==> src/rtl/sprite_layer.sv <==
// Scaled ROM sprite renderer with index-keyed transparency; pixel for DrawX=x appears 3 cycles later.
// Optional feature macro: SPRITE_HIGHLIGHT_EN (adds latched `highlight`, transparent in-box texels show HL_RGB).
module sprite_layer #(
    parameter int unsigned SPR_W      = 55,
    parameter int unsigned SPR_H      = 55,
    parameter int unsigned ADDR_W     = 12,
    parameter int unsigned IDX_W      = 2,
    parameter int unsigned TRANSP_IDX = 0,
    parameter logic [11:0] HL_RGB     = 12'h0F0
) (
    input  logic              vga_clk,
    input  logic              reset_n,
    input  logic [9:0]        DrawX,
    input  logic [9:0]        DrawY,
    input  logic              blank,
    input  logic [9:0]        pos_x,
    input  logic [9:0]        pos_y,
    input  logic [1:0]        scale,
    input  logic              enable,
`ifdef SPRITE_HIGHLIGHT_EN
    input  logic              highlight,
`endif
    output logic [ADDR_W-1:0] rom_addr,
    input  logic [IDX_W-1:0]  rom_q,
    output logic [IDX_W-1:0]  pal_index,
    input  logic [3:0]        pal_red,
    input  logic [3:0]        pal_green,
    input  logic [3:0]        pal_blue,
    output logic [3:0]        red,
    output logic [3:0]        green,
    output logic [3:0]        blue,
    output logic              pix_valid
);

    localparam int unsigned CW = (SPR_W > 1) ? $clog2(SPR_W) : 1;

    logic              hl_in;
    logic [9:0]        sh_pos_x, sh_pos_y;
    logic [1:0]        sh_scale;
    logic              sh_en, sh_hl;
    logic              frame_start;
    logic [9:0]        px, py;
    logic [1:0]        sc;
    logic              en, hl;
    logic [10:0]       box_w, box_h;
    logic              x_in, y_in, in_box, line_start;

    logic [CW-1:0]     col, col_n;
    logic [1:0]        col_sub, col_sub_n, row_sub, row_sub_n;
    logic [ADDR_W-1:0] row_base, row_base_n;
    logic              active, active_n;

    logic [1:0]        box_d, blank_d, hl_d;
    logic              opaque, hl_pix;
    logic [11:0]       rgb_n;

`ifdef SPRITE_HIGHLIGHT_EN
    assign hl_in = highlight;
`else
    assign hl_in = 1'b0;
`endif

    // The latch cycle itself already sees the incoming values, so a sprite at (0,0) is not lost.
    always_comb begin
        frame_start = (DrawX == '0) && (DrawY == '0);
        px = frame_start ? pos_x  : sh_pos_x;
        py = frame_start ? pos_y  : sh_pos_y;
        sc = frame_start ? scale  : sh_scale;
        en = frame_start ? enable : sh_en;
        hl = frame_start ? hl_in  : sh_hl;
    end

    always_comb begin
        case (sc)
            2'd0:    begin box_w = 11'(SPR_W);     box_h = 11'(SPR_H);     end
            2'd1:    begin box_w = 11'(2 * SPR_W); box_h = 11'(2 * SPR_H); end
            2'd2:    begin box_w = 11'(3 * SPR_W); box_h = 11'(3 * SPR_H); end
            default: begin box_w = 11'(4 * SPR_W); box_h = 11'(4 * SPR_H); end
        endcase
        x_in       = ({1'b0, DrawX} >= {1'b0, px}) && ({1'b0, DrawX} < ({1'b0, px} + box_w));
        y_in       = ({1'b0, DrawY} >= {1'b0, py}) && ({1'b0, DrawY} < ({1'b0, py} + box_h));
        in_box     = en && x_in && y_in;
        line_start = (DrawX == px) && y_in;
    end

    always_comb begin
        col_n      = col;
        col_sub_n  = col_sub;
        row_sub_n  = row_sub;
        row_base_n = row_base;
        active_n   = active;
        if (line_start) begin
            if (DrawY == py) begin
                row_sub_n  = '0;
                row_base_n = '0;
            end else if (row_sub == sc) begin
                row_sub_n  = '0;
                row_base_n = row_base + ADDR_W'(SPR_W);
            end else begin
                row_sub_n  = row_sub + 2'd1;
            end
            col_n     = '0;
            col_sub_n = '0;
            active_n  = 1'b1;
        end else if (active) begin
            if (col_sub == sc) begin
                col_sub_n = '0;
                if (col == CW'(SPR_W - 1)) active_n = 1'b0;
                else                       col_n    = col + 1'b1;
            end else begin
                col_sub_n = col_sub + 2'd1;
            end
        end
    end

    assign pal_index = rom_q;

    always_comb begin
        opaque = box_d[1] && blank_d[1] && (rom_q != IDX_W'(TRANSP_IDX));
        hl_pix = box_d[1] && blank_d[1] && hl_d[1] && (rom_q == IDX_W'(TRANSP_IDX));
        rgb_n  = '0;
        if (opaque)      rgb_n = {pal_red, pal_green, pal_blue};
        else if (hl_pix) rgb_n = HL_RGB;
    end

    always_ff @(posedge vga_clk or negedge reset_n) begin
        if (!reset_n) begin
            sh_pos_x  <= '0;
            sh_pos_y  <= '0;
            sh_scale  <= '0;
            sh_en     <= 1'b0;
            sh_hl     <= 1'b0;
            col       <= '0;
            col_sub   <= '0;
            row_sub   <= '0;
            row_base  <= '0;
            active    <= 1'b0;
            rom_addr  <= '0;
            box_d     <= '0;
            blank_d   <= '0;
            hl_d      <= '0;
            red       <= '0;
            green     <= '0;
            blue      <= '0;
            pix_valid <= 1'b0;
        end else begin
            if (frame_start) begin
                sh_pos_x <= pos_x;
                sh_pos_y <= pos_y;
                sh_scale <= scale;
                sh_en    <= enable;
                sh_hl    <= hl_in;
            end
            col       <= col_n;
            col_sub   <= col_sub_n;
            row_sub   <= row_sub_n;
            row_base  <= row_base_n;
            active    <= active_n;
            rom_addr  <= row_base_n + ADDR_W'(col_n);
            box_d     <= {box_d[0], in_box};
            blank_d   <= {blank_d[0], blank};
            hl_d      <= {hl_d[0], hl};
            red       <= rgb_n[11:8];
            green     <= rgb_n[7:4];
            blue      <= rgb_n[3:0];
            pix_valid <= opaque || hl_pix;
        end
    end

endmodule

==> config.mk <==
export PLATFORM = sky130hd
export DESIGN_NAME = sprite_layer
export DESIGN_NICKNAME = d
export VERILOG_FILES = /design/src/rtl/sprite_layer.sv
export SDC_FILE = /design/constraint.sdc
export NUM_CORES = 1
export LEC_CHECK = 0
export CORE_MARGIN = 3
export CORE_UTILIZATION = 60
export CTS_BUF_LIST = sky130_fd_sc_hd__clkbuf_4
export DETAILED_ROUTE_END_ITERATION = 8
export HOLD_SLACK_MARGIN = 0.08
export PLACE_DENSITY = 0.89
export RECOVER_POWER = 25
export SYNTH_ARGS = -nofsm -noshare
export SYNTH_HDL_FRONTEND = slang
export SYNTH_SLANG_ARGS = --single-unit
export TNS_END_PERCENT = 20
==> constraint.sdc <==
create_clock -name vga_clk -period 14.1 [get_ports vga_clk]
set_input_delay 2.82 -clock vga_clk [delete_from_list [all_inputs] [get_ports vga_clk]]
set_output_delay 2.82 -clock vga_clk [all_outputs]
set_load 0.1 [all_outputs]
---- After elaboration in Yosys (flattened, before gate mapping) ----
Cells that the tools add are included.
operators by class
  $add $sub $neg .......................... 7
  multiplexer cells ....................... 24
  equality and inequality tests ........... 7
  reduce and logical (&&, ||, !) cells .... 17
  order comparisons ....................... 4
operators with widths
  kind                                                              number
  12-bit 2-to-1 mux                                                 4
  6-bit 2-to-1 mux                                                  4
  8-bit case mux with 3 select lines                                1
  10-bit by 11-bit adder with 11-bit output                         2
  10-bit by 11-bit less-than comparator with 1-bit output           2
  10-bit == test                                                    2
  10-bit greater-or-equal comparator                                2
  10-bit logical NOT                                                2
  10-bit 2-to-1 mux                                                 2
  12-bit by 6-bit adder with 12-bit output                          1
  12-bit by 6-bit adder with 12-bit output (second input constant)  1
  2-bit 2-to-1 mux                                                  6
  1-bit logical AND                                                 10
  8-bit 2-to-1 mux                                                  1
  6-bit by 1-bit adder with 6-bit output (second input constant)    1
  6-bit == test (second input constant)                             1
  1-bit 2-to-1 mux                                                  6
  2-bit by 1-bit adder with 2-bit output (second input constant)    2
  2-bit == test                                                     2
  2-bit logical NOT                                                 2
  2-bit nonzero test                                                2
  2-bit by 1-bit == test with 1-bit output (second input constant)  1
  2-bit == test (second input constant)                             1
  1-bit logical OR                                                  1
word-level totals
  register bits ........................... 78
  output and inout bits ................... 27
  input port bits ......................... 60
  word-level logic and storage cells ...... 77

---- Depth between registers and ports, before layout ----
Gate-level depths: netlist (run 1).
  depth after elaboration ................. 11
  gate-level depth with buffers ........... 37
  mapped depth without buffers ............ 35

---- Least setup slack after synthesis (run 1) ----
OpenSTA, ideal clock, no wires.
  path kind ............................... input-to-reg
  from .................................... input port DrawY[1]
  to ...................................... register rom_addr[11]
  arrival ................................. 9.759 ns
  setup time .............................. 0.140 ns
  required time ........................... 13.960 ns
  cell stages on the path ................. 37
  slack ................................... 4.201 ns
  path buffers ............................ 2
  cells stage by stage .................... nor4_1 and2_1 nand2_1 clkbuf_1 buf_1 nand2_1 nand2_1 ha_1 inv_1 fa_1 nand2b_1 maj3_1 a21o_1 a211oi_2 a211oi_2 o21ai_0 and2_1 xnor2_1 ha_1 a21o_1 a221oi_1 a311o_1 o211ai_2 a211o_1 nor2_1 nor2_1 a211oi_1 ha_1 a21o_1 a21oi_1 o21bai_1 a21oi_1 o21bai_1 nor4b_1 a32o_1 nor4b_4 xor2_1
on the way
  elaborated cells between the ends (all ways) .. 25
  those cells by class .................... add/sub: 2; order compare: 2; eq/ne: 6; mux: 10; reduce/logical: 5
RTL lines
  element                                                  RTL line  RTL
  start, declared                                          14        input logic [9:0] DrawY,
  10-bit logical NOT *                                     65        frame_start = (DrawX == '0) && (DrawY == '0);
  1-bit logical AND *                                      65
  10-bit 2-to-1 mux *                                      -
  named net py[0]                                          42        logic [9:0] px, py;
  10-bit by 11-bit adder with 11-bit output                81        y_in = ({1'b0, DrawY} >= {1'b0, py}) && ({1'b0, DrawY} < ({1'b0, py} + box_h));
  10-bit by 11-bit less-than comparator with 1-bit output  81
  1-bit logical AND                                        81
  1-bit logical AND                                        83        line_start = (DrawX == px) && y_in;
  12-bit 2-to-1 mux *                                      92        if (line_start) begin
  named net row_base_n[1]                                  50        logic [ADDR_W-1:0] row_base, row_base_n;
  12-bit by 6-bit adder with 12-bit output *               159       rom_addr <= row_base_n + ADDR_W'(col_n);
  end signal, assigned                                     159
  end, declared                                            23        output logic [ADDR_W-1:0] rom_addr,
The timed path passes the listed nets; every way through them passes the cells marked *.
A chain may end at the register's enable or synchronous reset.

---- Worst setup path in the final report (run 1) ----
  from .................................... input port DrawX[8]
  to ...................................... register rom_addr[11]
on the way
  longest elaborated chain between the ends .. 11
  elaborated cells between the ends (all ways) .. 25
  those cells by class .................... add/sub: 2; order compare: 2; eq/ne: 6; mux: 10; reduce/logical: 5
ends and longest elaborated chain
  element                                                  RTL line  RTL
  start, declared                                          13        input logic [9:0] DrawX,
  10-bit logical NOT *                                     65
  1-bit logical AND *                                      65
  2-bit 2-to-1 mux *                                       -
  named net sc[0]                                          43        logic [1:0] sc;
  2-bit == test (tied with other cells)                    74        case (sc)
  8-bit case mux with 3 select lines                       74
  10-bit by 11-bit adder with 11-bit output                81
  10-bit by 11-bit less-than comparator with 1-bit output  81
  1-bit logical AND                                        81
  1-bit logical AND                                        83
  12-bit 2-to-1 mux *                                      92
  named net row_base_n[1]                                  50
  12-bit by 6-bit adder with 12-bit output *               159
Marked as above.

==> results of run 1 <==
-- flip-flops by register name (all words and copies together) (netlist names) --
name	cells
red	4
row_base	12
blue	4
active	1
col	6
row_sub	2
green	4
sh_scale	2
col_sub	2
sh_pos_x	10
sh_pos_y	10
pix_valid	1
box_d	2
sh_en	1
rom_addr	12
blank_d	2
-- worst paths after layout --
kind                       depth (start not counted)  slack, ns                     end
min reg2reg                                        0       0.36      box_d[1]$_DFF_PN0_
min in group asynchronous                          1       3.71   sh_pos_y[3]$_DFF_PN0_
max reg2reg                                       32       6.59  rom_addr[11]$_DFF_PN0_
max                                               36       2.80  rom_addr[11]$_DFF_PN0_
max in group asynchronous                          1       8.17         sh_en$_DFF_PN0_
min                                                0       0.36      box_d[1]$_DFF_PN0_
-- synth_stat cells (all sizes together) (9+ instances only) --
master	n	area, um^2
dfrtp	75	1880
ha	58	726
inv	43	161
nand2	39	149
nor2	28	121
a21oi	27	135
o21ai	26	134
xnor2	24	210
and2	18	113
mux2i	16	160
xor2	16	148
a21o	14	105
nand2b	13	81.3
clkbuf	9	33.8
nand3	9	50.1
-- worst max-delay path: cells and delay by family --
family | cells | cell delay [ns]
muxes | 1 | 0.35
buffers and inverters | 3 | 0.82
adders and majority gates | 5 | 1.49
xor gates and xnor gates | 2 | 0.28
AOI/OAI and AO/OA | 16 | 3.61
and+or+nand+nor | 9 | 2.22
-- report_power, final --
group / switching (mW) / leakage, nW / total [mW] / internal [mW]
registers: 0.000413 / 1.03 / 0.216 / 0.216
clock network: 0.0875 / 0.0692 / 0.127 / 0.0393
logic: 0.0207 / 1.98 / 0.0430 / 0.0222
-- per-stage QoR --
| stage | utilization, % | power, mW |
|---|---|---|
| after floorplan | - | 0.235 |
| after global placement | 75.6 | 0.262 |
| after detailed placement | 75.6 | 0.263 |
| after CTS | 77.2 | 0.388 |
| after global routing | 77.2 | 0.403 |
| final | 77.2 | 0.386 |
-- metal layers --
| metal | GRT usage, % | share of wire [%] | up-vias |
|---|---|---|---|
| li1 | - | - | 2008 |
| met1 | 35.2 | 43 | 2014 |
| met2 | 43.7 | 48 | 181 |
| met3 | 4.93 | 6.9 | 31 |
| met4 | 8.73 | 1.8 | 0 |
| met5 | 0 | 0 | - |
-- layout make-up --
type / count / area, um^2
Clock inverter: 7 / 58.8
Sequential cell: 75 / 1880
Timing Repair Buffer: 88 / 870
Clock buffer: 9 / 67.6
Fill cell: 556 / 1820
Inverter: 44 / 165
Tap cell: 102 / 128
Multi-Input combinational cell: 386 / 2980
-- logic make-up after synthesis --
group                    Yosys count
XOR/XNOR                          40
buffers and inverters             58
adder cells (fa/ha/maj)           64
AO/OA/AOI/OAI                    112
multiplexers                      20
AND/OR/NAND/NOR                  150
flip-flops                        75
==> results.cfg, run 1 <==
[worst_setup_path]
crit_required_ns = 14.42
crit_start = DrawX[8]
reg2reg_from = sh_scale[0]$_DFF_PN0_
slowest_stage = nor4_1
cpPeakStageDelay_ns = 0.63
endpoint_kind = flip-flop
critPathMaxFanout = 17
path_class = in -> reg
arrival_ns = 11.63
crit_path_start_kind = input pin

[cells_and_area]
final_common_cell = clkdlybuf4s50_1
drive_gt1_share_pct = 6.73
syn2layout_area_growth_pct = 20.7
final_cell_mix = clkdlybuf4s50_1, dfrtp_1, ha_1, inv_1, nand2_1
final_cells = 711
nets = 725
diodes = 0
finalInstanceArea_um2 = 6150

[detailed_routing]
wl_mm = 12.4
drtIter0Drc = 269
vias = 4234
dr.pass1.iters = 5
drc = 0
vias_per_cell = 5.95
antenna_left = 0
post_drt_wl_per_cell_um = 17.5

[synthesis]
postSynthCellCount = 519
synth-main-ff-cell = dfrtp_1
synth_warnings = 0
synth_seq_cells = 75
netlist_area_um2 = 5090
synth_compound_area_share_pct = 15.0
ys_seq_area_share_pct = 36.9
async_flop_share_pct = 100
synth_edf_count = 0
muxShareOfSynthArea_pct = 4.03
synthSimpleGateAreaFrac_pct = 16.4
synthAdderAreaFrac_pct = 16.0
ys_types = 67
synth_nets = 640
synth_top_family_by_area = simple AND/OR/NAND/NOR gates
avgSynthCellArea_um2 = 9.81
synth_xor_area_share_pct = 7.03

[placement]
routabilityCongestion = 0.938
dp_hpwl_mm = 9.50
dp_slack_ns = 2.51
dpl.cell_count = 695
portBuffers = 86
placed_area_um2 = 6020

[run_status]
status = finished with violations
violations = max-capacitance violations, max-slew violations

[cts]
cts_resized = 0
cts_tree = done
clock_path_buffers = 2
path_clk_slew_ns = 0.14
cts_made_buffers = 9
post_cts_buffers = 0
insertion_delay_ns = 0.44
postCtsHoldBufs = 0
cts-root-buf = clkbuf_4
htreeDepth = 3
cts.sinks = 75

[timing]
finalWorstSetupSlack_ns = 2.80
fin_crit_ns = 11.30
fmax_ghz = 0.0885
fin_crit_sh_pct = 80.2
rsz0062_at_grt = false
finalSetupTns_ns = 0
holdWs_ns = 0.358
setup_viol = 0
relSlewSlack_pct = -161
hold_violations = 0
tightest_slew_ns = 3.91
slew_viol_final = 76
skew_ns = 0.0172

[min_path]
hold_path.class = reg -> reg
hp-start = box_d[0]$_DFF_PN0_

[floorplanning]
die_area_um2 = 9630
num_rows = 32
die_y_um = 98.1
pin_count = 87
die-width_um = 98.1
coreArea_um2 = 7970
start_util_pct = 63.9

[power_and_ir_drop]
pwr_density_cell_nw_per_um2 = 62.8
leakage_nw = 3.08
vdd_drop_max_mv = 0.0541

[global_routing]
grt_pass1_wl_mm = 20.7
grt_max_degree = 76
overflow = 0
track_usage_pct = 26.5
grt_pass1_vias = 4217
antenna_found_initial = 0

[job]
maxCapViolCount = 1
No activity file was read; power rests on OpenSTA's default activity.
==> inputs of run 2 (changes only) <==
--- a/config.mk
+++ b/config.mk
@@ -6,11 +6,11 @@
 export NUM_CORES = 1
 export LEC_CHECK = 0
 export CORE_MARGIN = 3
-export CORE_UTILIZATION = 60
+export CORE_UTILIZATION = 50
 export CTS_BUF_LIST = sky130_fd_sc_hd__clkbuf_4
 export DETAILED_ROUTE_END_ITERATION = 8
 export HOLD_SLACK_MARGIN = 0.08
-export PLACE_DENSITY = 0.89
+export PLACE_DENSITY = 0.79
 export RECOVER_POWER = 25
 export SYNTH_ARGS = -nofsm -noshare
 export SYNTH_HDL_FRONTEND = slang
==> constraint.sdc (replaced) <==
create_clock -name vga_clk -period 10 [get_ports vga_clk]
set_input_delay 2 -clock vga_clk [delete_from_list [all_inputs] [get_ports vga_clk]]
set_output_delay 2 -clock vga_clk [all_outputs]
set_load 0.1 [all_outputs]
==> run 2 against run 1 <==
Effect of this change: the flow still finishes with violations (max-capacitance violations, max-slew violations); sequential power rose by 41%; non-clock buffer count rose by 23; worst hold slack improved by 0.0075 ns; clock-buffer cell count did not move.
==> results.cfg, run 2 (synthesized netlist as in run 1, its figures left out) <==
[floorplanning]
start_util_pct = 51.8
die-width_um = 107
die_y_um = 107
num_rows = 36
pin_count = 87
die_area_um2 = 11400
coreArea_um2 = 9820

[detailed_routing]
post_drt_wl_per_cell_um = 16.3
dr.pass1.iters = 4
antenna_left = 0
top_layer = met4
wl_met3_um = 666
drc = 0
routed-wl-met2_mm = 6.07
wl_mm = 12.5
vias = 4194
drtIter0Drc = 237
drt-met1-wl_mm = 5.55
vias_per_cell = 5.48

[worst_setup_path]
cp-endpoint = rom_addr[11]$_DFF_PN0_
reg2reg_from = sh_scale[0]$_DFF_PN0_
cpPeakStageDelay_ns = 0.50
worst_r2r_endpoint = rom_addr[11]$_DFF_PN0_
critPathMostFrequentCell = ha_1
arrival_ns = 9.70
r2r_cells = 31
crit_required_ns = 10.38
crit_path_start_kind = input pin
slowest_stage = clkdlybuf4s50_1
crit_start = DrawY[8]
rrSetupSlack_ns = 3.24
endpoint_kind = flip-flop
path_class = in -> reg
critPathMaxFanout = 5

[timing]
fin_crit_ns = 9.32
tightest_slew_ns = 3.91
fmax_ghz = 0.107
rsz0062_at_grt = false
fin_crit_sh_pct = 93.2
skew_ns = 0.0130
finalSetupTns_ns = 0
setup_viol = 0
relSlewSlack_pct = -161
slew_viol_final = 76
finalWorstSetupSlack_ns = 0.681
hold_violations = 0

[placement]
dpl.cell_count = 749
routabilityCongestion = 0.902
placed_area_um2 = 6240
dp_hpwl_mm = 9.81
portBuffers = 86
dp_slack_ns = 0.280

[cts]
cts-root-buf = clkbuf_4
post_cts_buffers = 0
htreeDepth = 3
cts_made_buffers = 9
clock_path_buffers = 2
insertion_delay_ns = 0.44
postCtsHoldBufs = 0
path_clk_slew_ns = 0.14
cts_resized = 0
cts_tree = done
cts.sinks = 75

[job]
maxCapViolCount = 1

[global_routing]
grt_pass1_wl_mm = 20.7
antenna_found_initial = 0
grt_max_degree = 76
overflow = 0
track_usage_pct = 22.9
grt_pass1_vias = 4376

[power_and_ir_drop]
combPwrFrac_pct = 11.0
leakage_nw = 3.19
pwr_density_cell_nw_per_um2 = 86.3
p_switching_uw = 157
p_int_uw = 393
clock_power_share_pct = 33.6
power_frac_seq_pct = 55.4
swShare_pct = 28.5
power_uw = 550
vdd_drop_max_mv = 0.0506

[cells_and_area]
drive_gt1_share_pct = 10.1
finalInstanceArea_um2 = 6370
nets = 748
reg.largest.list = rom_addr (12), row_base (12)
final_common_cell = clkdlybuf4s50_1
fillCellCount = 832
syn2layout_area_growth_pct = 25.1
final_cells = 765
diodes = 0
final_cell_mix = clkdlybuf4s50_1, dfrtp_1, ha_1, inv_1, nand2_1

[run_status]
violations = max-capacitance violations, max-slew violations
status = finished with violations

[min_path]
hold_path.class = reg -> reg
-- run 2: cell count changes in the layout (fill, tap and decap cells not counted) --
cell,previous run,this run
clkinv_4,1,2
clkinv_2,1,0
clkinv_8,0,1
inv_6,3,2
buf_4,2,25
-- run 2: power by group through the flow --
stage	Clock (mW)	Combinational, mW	Sequential, mW
floorplan	0	0.0209	0.311
global placement	0	0.0600	0.310
detailed placement	0	0.0609	0.310
CTS	0.191	0.0615	0.305
global route	0.203	0.0660	0.305
finish	0.185	0.0605	0.305
-- run 2: area by class of cell --
type | count | area, um^2 | area share (%)
clock inverters | 7 | 70.1 | 1.10
repair buffers | 111 | 1040 | 16.4
multi-input cells | 386 | 2980 | 46.8
clock buffers | 9 | 67.6 | 1.06
flip-flops and latches | 75 | 1880 | 29.5
inverters | 44 | 165 | 2.59
well taps | 133 | 166 | 2.61
-- run 2: metrics by stage --
| step | hold slack, ns | util, % |
|---|---|---|
| final | 0.366 | 64.9 |
| after floorplan | 0.331 | - |
| after CTS | 0.366 | 64.9 |
| after detailed placement | 0.339 | 63.5 |
| after global placement | 0.334 | 63.5 |
| after global routing | 0.365 | 64.9 |
-- run 2: worst min-delay path by stage --
stage,from,end,slack [ns],cells after the start
finish,box_d[0]$_DFF_PN0_,box_d[1]$_DFF_PN0_,0.37,0
global route,box_d[0]$_DFF_PN0_,box_d[1]$_DFF_PN0_,0.37,0
CTS,box_d[0]$_DFF_PN0_,box_d[1]$_DFF_PN0_,0.37,0
detailed placement,blank_d[0]$_DFF_PN0_,blank_d[1]$_DFF_PN0_,0.34,0
global placement,box_d[0]$_DFF_PN0_,box_d[1]$_DFF_PN0_,0.33,0
floorplan,blank_d[0]$_DFF_PN0_,blank_d[1]$_DFF_PN0_,0.33,0
-- run 2: routing by layer --
| metal | GRT usage [%] | up-vias |
|---|---|---|
| li1 | - | 2056 |
| met1 | 29.5 | 1999 |
| met2 | 38.4 | 124 |
| met3 | 4.70 | 15 |
| met4 | 8.13 | 0 |
| met5 | 0 | - |
-- run 2: critical path, delay by kind of cell --
| family | cells | cell delay (ns) |
|---|---|---|
| XOR/XNOR | 3 | 0.45 |
| AO/OA/AOI/OAI | 14 | 2.76 |
| multiplexers | 1 | 0.40 |
| buffers and inverters | 3 | 0.85 |
| adder cells (fa/ha/maj) | 4 | 1.25 |
| AND/OR/NAND/NOR | 10 | 2.01 |
